## src/rtl/bits_reduce_pkg.sv

```systemverilog
// bits_reduce_pkg
//   Shared types for the streaming bitwise reduction unit.
//   op_e    : bitwise operator encoding as driven on the op input.
//   state_e : control state of the reduction FSM.
package bits_reduce_pkg;

   typedef enum logic [1:0] {
      OP_XOR  = 2'b00,
      OP_AND  = 2'b01,
      OP_OR   = 2'b10,
      OP_XNOR = 2'b11
   } op_e;

   typedef enum logic {
      ACCUM = 1'b0,
      DONE  = 1'b1
   } state_e;

endpackage

```

## src/rtl/bits_binop.sv

```systemverilog
// bits_binop
//   Purely combinational bitwise binary operator, y = a <op> b.
//   Ports:
//     a, b : WIDTH-bit operands
//     op   : operator select (XOR, AND, OR, XNOR)
//     y    : WIDTH-bit result
module bits_binop
   import bits_reduce_pkg::*;
#(
   parameter int unsigned WIDTH = 8
) (
   input  logic [WIDTH-1:0] a,
   input  logic [WIDTH-1:0] b,
   input  op_e              op,
   output logic [WIDTH-1:0] y
);

   always_comb begin
      y = '0;
      unique case (op)
         OP_XOR:  y = a ^ b;
         OP_AND:  y = a & b;
         OP_OR:   y = a | b;
         OP_XNOR: y = ~(a ^ b);
      endcase
   end

endmodule

```

## src/rtl/bits_reduce_accum.sv

```systemverilog
// bits_reduce_accum
//   Streaming bitwise reduction: folds each frame of WIDTH-bit beats into one
//   word with the operator sampled on the frame's first beat, then holds the
//   result on a valid/ready output until the consumer takes it.
//   Ports:
//     CLK, ASYNCRESETN      : clock (rising edge), async active-low reset
//     in_valid/in_ready     : input beat handshake
//     in_data, in_last      : input word, final-beat marker
//     op                    : operator, sampled on the first beat only
//     out_valid/out_ready   : result handshake
//     out_data              : reduced word
//     out_count             : beats folded, saturating at MAX_BEATS
//     out_overflow          : frame had more than MAX_BEATS beats
module bits_reduce_accum
   import bits_reduce_pkg::*;
#(
   parameter  int unsigned WIDTH     = 8,
   parameter  int unsigned MAX_BEATS = 16,
   localparam int unsigned CW        = $clog2(MAX_BEATS + 1)
) (
   input  logic             CLK,
   input  logic             ASYNCRESETN,
   input  logic             in_valid,
   output logic             in_ready,
   input  logic [WIDTH-1:0] in_data,
   input  logic             in_last,
   input  logic [1:0]       op,
   output logic             out_valid,
   input  logic             out_ready,
   output logic [WIDTH-1:0] out_data,
   output logic [CW-1:0]    out_count,
   output logic             out_overflow
);

   localparam logic [CW-1:0] MAX_CNT = CW'(MAX_BEATS);

   state_e           state_q, state_d;
   logic             started_q;  // low only until the first edge after reset release
   logic             first_q;    // next accepted beat opens a new frame
   logic [WIDTH-1:0] acc_q;
   op_e              op_q;
   logic [CW-1:0]    count_q;
   logic             ovf_q;

   logic             beat_acc;
   logic             out_hs;
   logic [WIDTH-1:0] fold_y;

   assign beat_acc = in_valid && in_ready;
   assign out_hs   = out_valid && out_ready;

   bits_binop #(
      .WIDTH (WIDTH)
   ) u_binop (
      .a  (acc_q),
      .b  (in_data),
      .op (op_q),
      .y  (fold_y)
   );

   // ---------------------------------------------------------------------
   // FSM: state register
   // ---------------------------------------------------------------------
   always_ff @(posedge CLK or negedge ASYNCRESETN) begin
      if (!ASYNCRESETN) begin
         state_q <= ACCUM;
      end else begin
         state_q <= state_d;
      end
   end

   // ---------------------------------------------------------------------
   // FSM: next-state logic
   // ---------------------------------------------------------------------
   always_comb begin
      state_d = state_q;
      unique case (state_q)
         ACCUM: if (beat_acc && in_last) state_d = DONE;
         DONE:  if (out_hs)              state_d = ACCUM;
      endcase
   end

   // ---------------------------------------------------------------------
   // FSM: outputs, decoded from registered state only so out_ready never
   // reaches in_ready in the same cycle
   // ---------------------------------------------------------------------
   always_comb begin
      in_ready  = 1'b0;
      out_valid = 1'b0;
      unique case (state_q)
         ACCUM: in_ready  = started_q;
         DONE:  out_valid = 1'b1;
      endcase
   end

   // ---------------------------------------------------------------------
   // Datapath: accumulator, latched operator, beat counter, overflow
   // ---------------------------------------------------------------------
   always_ff @(posedge CLK or negedge ASYNCRESETN) begin
      if (!ASYNCRESETN) begin
         started_q <= 1'b0;
         first_q   <= 1'b1;
         acc_q     <= '0;
         op_q      <= OP_XOR;
         count_q   <= '0;
         ovf_q     <= 1'b0;
      end else begin
         started_q <= 1'b1;
         if (out_hs) begin
            first_q <= 1'b1;
            acc_q   <= '0;
            count_q <= '0;
            ovf_q   <= 1'b0;
         end else if (beat_acc) begin
            first_q <= 1'b0;
            if (first_q) begin
               // First beat seeds the accumulator, so no identity value is needed
               acc_q   <= in_data;
               op_q    <= op_e'(op);
               count_q <= CW'(1);
               ovf_q   <= 1'b0;
            end else begin
               acc_q <= fold_y;
               if (count_q == MAX_CNT) begin
                  ovf_q <= 1'b1;
               end else begin
                  count_q <= count_q + CW'(1);
               end
            end
         end
      end
   end

   assign out_data     = acc_q;
   assign out_count    = count_q;
   assign out_overflow = ovf_q;

endmodule

```

## config.mk

```make
export PLATFORM = sky130hd
export DESIGN_NAME = bits_reduce_accum
export DESIGN_NICKNAME = d
export VERILOG_FILES = /design/src/rtl/bits_reduce_pkg.sv /design/src/rtl/bits_binop.sv /design/src/rtl/bits_reduce_accum.sv
export SDC_FILE = /design/constraint.sdc
export NUM_CORES = 1
export LEC_CHECK = 0
export ABC_CLOCK_PERIOD_IN_PS = 3700
export BUFFER_PORTS_ARGS = -buffer_cell sky130_fd_sc_hd__buf_4
export CELL_PAD_IN_SITES_DETAIL_PLACEMENT = 0
export CELL_PAD_IN_SITES_GLOBAL_PLACEMENT = 1
export CORE_MARGIN = 5
export CORE_UTILIZATION = 44
export DETAILED_ROUTE_END_ITERATION = 7
export PLACE_DENSITY = 0.92
export SLEW_MARGIN = 15
export SYNTH_ARGS = -nofsm -noshare
export SYNTH_HDL_FRONTEND = slang
export SYNTH_SLANG_ARGS = --single-unit
```

## constraint.sdc

```tcl
create_clock -name CLK -period 3.7 [get_ports CLK]
set_input_delay 0 -clock CLK [delete_from_list [all_inputs] [get_ports CLK]]
set_output_delay 0 -clock CLK [all_outputs]
set_load 0.01 [all_outputs]
```

Word-level counts from Yosys, hierarchy flattened. Cells that the tools add are included.

Register bits: 19. Word-level logic and storage cells: 47.

Add/sub/neg operators: 1. Eq/ne operators: 5. Mux-type cells: 19. Bitwise gates (word level): 6. Reductions and logical operators: 9.

Operators by type and width (number): case mux 8 bit (4 select lines) (1); 2-to-1 mux 8 bit (3); 2-to-1 mux 5 bit (4); 2-to-1 mux 1 bit (10); bitwise AND 8 bit (1); inverter 8 bit (1); bitwise OR 8 bit (1); XOR 8 bit (1); adder 5 x 1 -> 5 bit, second input constant (1); equality test 5 bit, second input constant (1); equality test 2 bit, second input constant (2); AND reduction 2 bit (2); logical AND 1 bit (3); != test 3 bit, second input constant (1); AND reduction 3 bit (1); nonzero test 3 bit (1); equality test 2 x 1 -> 1 bit, second input constant (1); logical NOT 2 bit (1); inverter 1 bit (2); case mux 1 bit (2 select lines) (1); nonzero test 2 bit (1).

Longest topological paths before layout.
Word-level depth: 6. Depth in mapped cells: 6.

Hierarchy. From an unflattened synthesis, not the netlist that was laid out.

Cell total of the unflattened synthesis: 168. Area total of the unflattened synthesis: 1591.5 sq um.

Modules (own cells, without submodules): bits_reduce_accum (instances 1, cells each 90, area each 1063.5 sq um, sequential area each 476.7 sq um); bits_binop (instances 1, cells each 78, area each 528.0 sq um, sequential area each 0.0 sq um).

Worst setup path after synthesis. OpenSTA, ideal clock, no wires.

Kind: register -> register. Start: reg count_q[0] (netlist: out_count[0]). End: reg count_q[1] (netlist: out_count[1]). Setup time: 0.122 ns. Arrival: 1.301 ns. Data required time: 3.578 ns. Path slack: 2.277 ns. Cell stages (with the launch flop): 7. Buffers on the path: 0. Cells stage by stage: dfrtp_1 -> inv_1 -> ha_1 -> and4bb_2 -> inv_1 -> o21ai_0 -> a32o_1.

Longest elaborated chain between the ends: 5. Elaborated cells on any way between the ends: 8.

RTL lines: from (decl) (line bits_reduce_accum.sv:42) `logic [CW-1:0] count_q;`; from (signal assigned) (line bits_reduce_accum.sv:127) `count_q <= count_q + CW'(1);`; adder 5 x 1 -> 5 bit (line bits_reduce_accum.sv:127); 2-to-1 mux 5 bit (line bits_reduce_accum.sv:124) `if (count_q == MAX_CNT) begin`; 2-to-1 mux 5 bit (line bits_reduce_accum.sv:116) `if (first_q) begin`; 2-to-1 mux 5 bit (line bits_reduce_accum.sv:114) `end else if (beat_acc) begin`; 2-to-1 mux 5 bit (line bits_reduce_accum.sv:109) `if (out_hs) begin`.

Parallel ways exist; a longest one is shown, timed or not. The select of a mux whose other input is x is not followed. A chain may end at the register's enable or synchronous reset.

Worst setup path in the final report.
Start: reg state_q. End: reg state_q.

Longest elaborated chain between the ends: 5. Elaborated cells on any way between the ends: 9.

RTL lines: from (decl) (line bits_reduce_accum.sv:37) `state_e state_q, state_d;`; from (signal assigned) (line bits_reduce_accum.sv:68) `state_q <= state_d;`; 2-to-1 mux 1 bit (line bits_reduce_accum.sv:90) `unique case (state_q)`; logical AND 1 bit (line bits_reduce_accum.sv:49) `assign beat_acc = in_valid && in_ready;`; logical AND 1 bit (line bits_reduce_accum.sv:78) `ACCUM: if (beat_acc && in_last) state_d = DONE;`; 2-to-1 mux 1 bit (line bits_reduce_accum.sv:78); case mux 1 bit (2 select lines) (*) (line bits_reduce_accum.sv:77) `unique case (state_q)`; named net state_d (line bits_reduce_accum.sv:37).

The timed path passes the listed nets; every way through them passes the cells marked *.

==> results by group <==
Status
  – Status: finished clean

Yosys
  – Synth top area share: 0.3038
  – Adder-Cell Fraction of Synth Area: 0.1519
  – Synth Register Bits: 19
  – Yosys warns: 0
  – Fraction of the mapped netlist area in simple logic gates: 0.1983
  – Seq/Total Area, Yosys: 0.3215
  – Multiplexer area fraction after synthesis: 0.04219
  – Primary FF master, synth: dfrtp_1
  – Synth unique cells: 38
  – Leading area contributor after synthesis: dfrtp_1
  – Synth async-reset ratio: 1.000
  – Synthesized cell area: 1483 um2
  – Syn Nets: 200
  – Complex-gate fraction of the synthesized area: 0.1857
  – Syn Area/Cell: 8.878 um2
  – Post-synth EDFFs: 0
  – Xor and xnor area share after synthesis: 0
  – Synth area leaders: dfrtp_1 (30%), ha_1 (15%), inv_1 (5.1%)
  – Main combinational cell family by area after synthesis: simple AND/OR/NAND/NOR gates
  – Syn Inst Count: 167

Pwr
  – Power per cell area: 532.2 nW/um2
  – Leakage: 0.8730 nW
  – Final Power: 0.0009543 W
  – Worst vdd ir: 0.2649 mV

Drt
  – Routed Antenna Nets: 0
  – Post-Route WL: 3.395 mm
  – Routed WL per cell: 13.91 um
  – DRC violations left: 0
  – First-pass DRT Iterations: 5
  – Drt initial violations: 81
  – Vias per cell: 5.336
  – Total number of vias: 1,302

Setup path
  – R2r endpoint: state_q$_DFF_PN0_
  – Critical path class: flop to flop
  – R2R Path Start: state_q$_DFF_PN0_
  – CP startpoint kind: flop
  – R2R cell count: 4
  – Crit-path max FO: 16
  – CP arrival: 2.12 ns
  – Crit end category: flop
  – Required time of the critical path: 3.94 ns
  – R2R Setup Slk: 1.83 ns

Hold path
  – Worst hold start: in_data[3]
  – Hold path endpoint: out_data[3]$_DFFE_PN0P_
  – Worst min-delay path class: input port to flop
  – Hold depth: 3

Clocking
  – Total clock buffers created by CTS: 3
  – Worst-path clk slew: 0.12 ns
  – CTS sink count: 19
  – CTS tree: yes
  – Post-CTS sizing: 0
  – Max H-tree Level: 1
  – Clk root buf: clkbuf_4
  – Clk_lat worst skew: 0.30 ns
  – Bufs on Longest Clock Path: 2
  – Post-CTS setup buffers: 0
  – CTS Hold Bufs: 7

GRT
  – First-pass GRT wire length: 5.844 mm
  – Total Routing Usage GR: 0.1633
  – Initial antenna violation count: 0
  – Pin count of the biggest net entering global routing: 29
  – Vias in the first global route: 1,340
  – Total gr overflow: 0

Timing
  – Min Hold Slack: 0.01266 ns
  – RSZ-0062 raised after global routing: no
  – Hold Vio Cnt, Final: 0
  – Final min period: 1.873 ns
  – Setup Skew: 0.01241 ns
  – Slew HR: 0.4461
  – Fin crit share: 0.5063
  – Max Fclk: 0.5338 GHz
  – Setup TNS: 0 ns
  – Slew @ Worst Pin: 0.8309 ns
  – Max Slew Vio Count: 0
  – Setup Viol. Count Final: 0

Placement
  – GPL Wtd Cong: 0.8642
  – PortBufs: 30
  – Post-DP HPWL: 2.429 mm

Floorplanning
  – I/O Pins: 31
  – Core box area: 3311 um2
  – Rows: 21
  – Die X: 68.05 um
  – Die ar.: 4631 um2
  – Initial core utilization: 0.4478
  – Die Ht: 68.05 um

Layout
  – Layout cells sized above 1: 0.1970
  – P&R area growth vs syn: 20.93%
  – Diode count: 0
  – Layout net count: 232

Job
  – Max_cap viols: 0
-- state kept, by name, summed over array words and instances (netlist names) --
register / cells
state_q: 1
out_data: 8
first_q: 1
op_q: 2
out_count: 5
out_overflow: 1
started_q: 1
-- power breakdown --
group | internal (W) | switching (W) | total [W]
logic | 0.000242 | 0.000209 | 0.000452
registers | 0.000267 | 0.000131 | 0.000398
clock network | 0.0000402 | 0.0000646 | 0.000105
-- how the worst max path moves through the flow --
| stage | start | end | slack (ns) |
|---|---|---|---|
| detailed placement | op_q[0]$_DFFE_PN0P_ | out_data[2]$_DFFE_PN0P_ | 1.81 |
| global route | op_q[0]$_DFFE_PN0P_ | out_data[4]$_DFFE_PN0P_ | 1.67 |
| global placement | op_q[0]$_DFFE_PN0P_ | out_data[4]$_DFFE_PN0P_ | 1.96 |
| CTS | op_q[0]$_DFFE_PN0P_ | out_data[2]$_DFFE_PN0P_ | 1.79 |
| floorplan | out_count[0]$_DFFE_PN0P_ | out_count[1]$_DFFE_PN0P_ | 2.28 |
| finish | state_q$_DFF_PN0_ | state_q$_DFF_PN0_ | 1.83 |
-- per-stage QoR --
stage | instances | cell area, um2 | utilization | worst slack [ns]
floorplan | 167 | 1483 | - | 2.277
global placement | 233 | 1695 | 0.5121 | 1.955
detailed placement | 233 | 1695 | 0.5121 | 1.811
CTS | 244 | 1793 | 0.5416 | 1.795
global route | 244 | 1793 | 0.5416 | 1.671
finish | 244 | 1793 | 0.5416 | 1.827
-- per-layer routing --
layer | wire [um] | part of all wire | global-route usage | vias up
met5 | 0 | 0 | 0 | -
met4 | 46 | 0.014 | 0.06948 | 0
met3 | 155 | 0.046 | 0.02135 | 4
met2 | 1595 | 0.47 | 0.2708 | 35
met1 | 1598 | 0.47 | 0.2119 | 611
li1 | - | - | - | 652
-- area by class of cell --
class                   instances  area, um2
clock inverters                 1      5.005
inverters                      20      75.07
clock buffers                   3      22.52
multi-input cells             118      860.8
well taps                      46      57.56
flip-flops and latches         19      476.7
fillers                       320       1518
repair buffers                 37      295.3
-- synth_stat cells (all sizes together), types with 2 or more instances --
cell type,n
nor3,8
or2b,3
nor2,8
a211oi,5
dfrtp,18
nand3,6
nor2b,4
a2111oi,4
a21oi,6
nand4,3
ha,18
buf,9
inv,20
o21ai,14
a31oi,5
mux2i,4
and2b,5
mux2,2
o211ai,4
nand2,7
-- worst max-delay path, cell delays in order, from the launching register on --
cell and delay (ns):
dfrtp_1 0.46, and3b_1 0.58, nand2_1 0.09, o21ai_0 0.11
dlygate4sd3_1 0.58
-- cells by family after synthesis --
family          after synthesis
other cells                   1
flops                        19
mux                           6
compound gates               43
buf+inv                      30
fa+ha+maj                    18
simple gates                 50
-- layout by cell type, fill, tap and decap left out, types with 2 or more instances in the layout --
cell type and n:
mux2i_1 4, dlygate4sd3_1 7, buf_4 30, a2111oi_0 4
nand2_1 7, o21ai_1 2, a21oi_1 6, ha_1 18
a31oi_1 5, inv_1 20, dfrtp_1 18, nand4_1 3
clkbuf_4 3, mux2_2 2, nor3_1 8, or2b_1 3
a211oi_1 5, nand3_1 6, nor2_1 8, and2b_1 5
nor2b_1 4, o211ai_1 4, o21ai_0 12
Power figures use the tool's default switching activity.
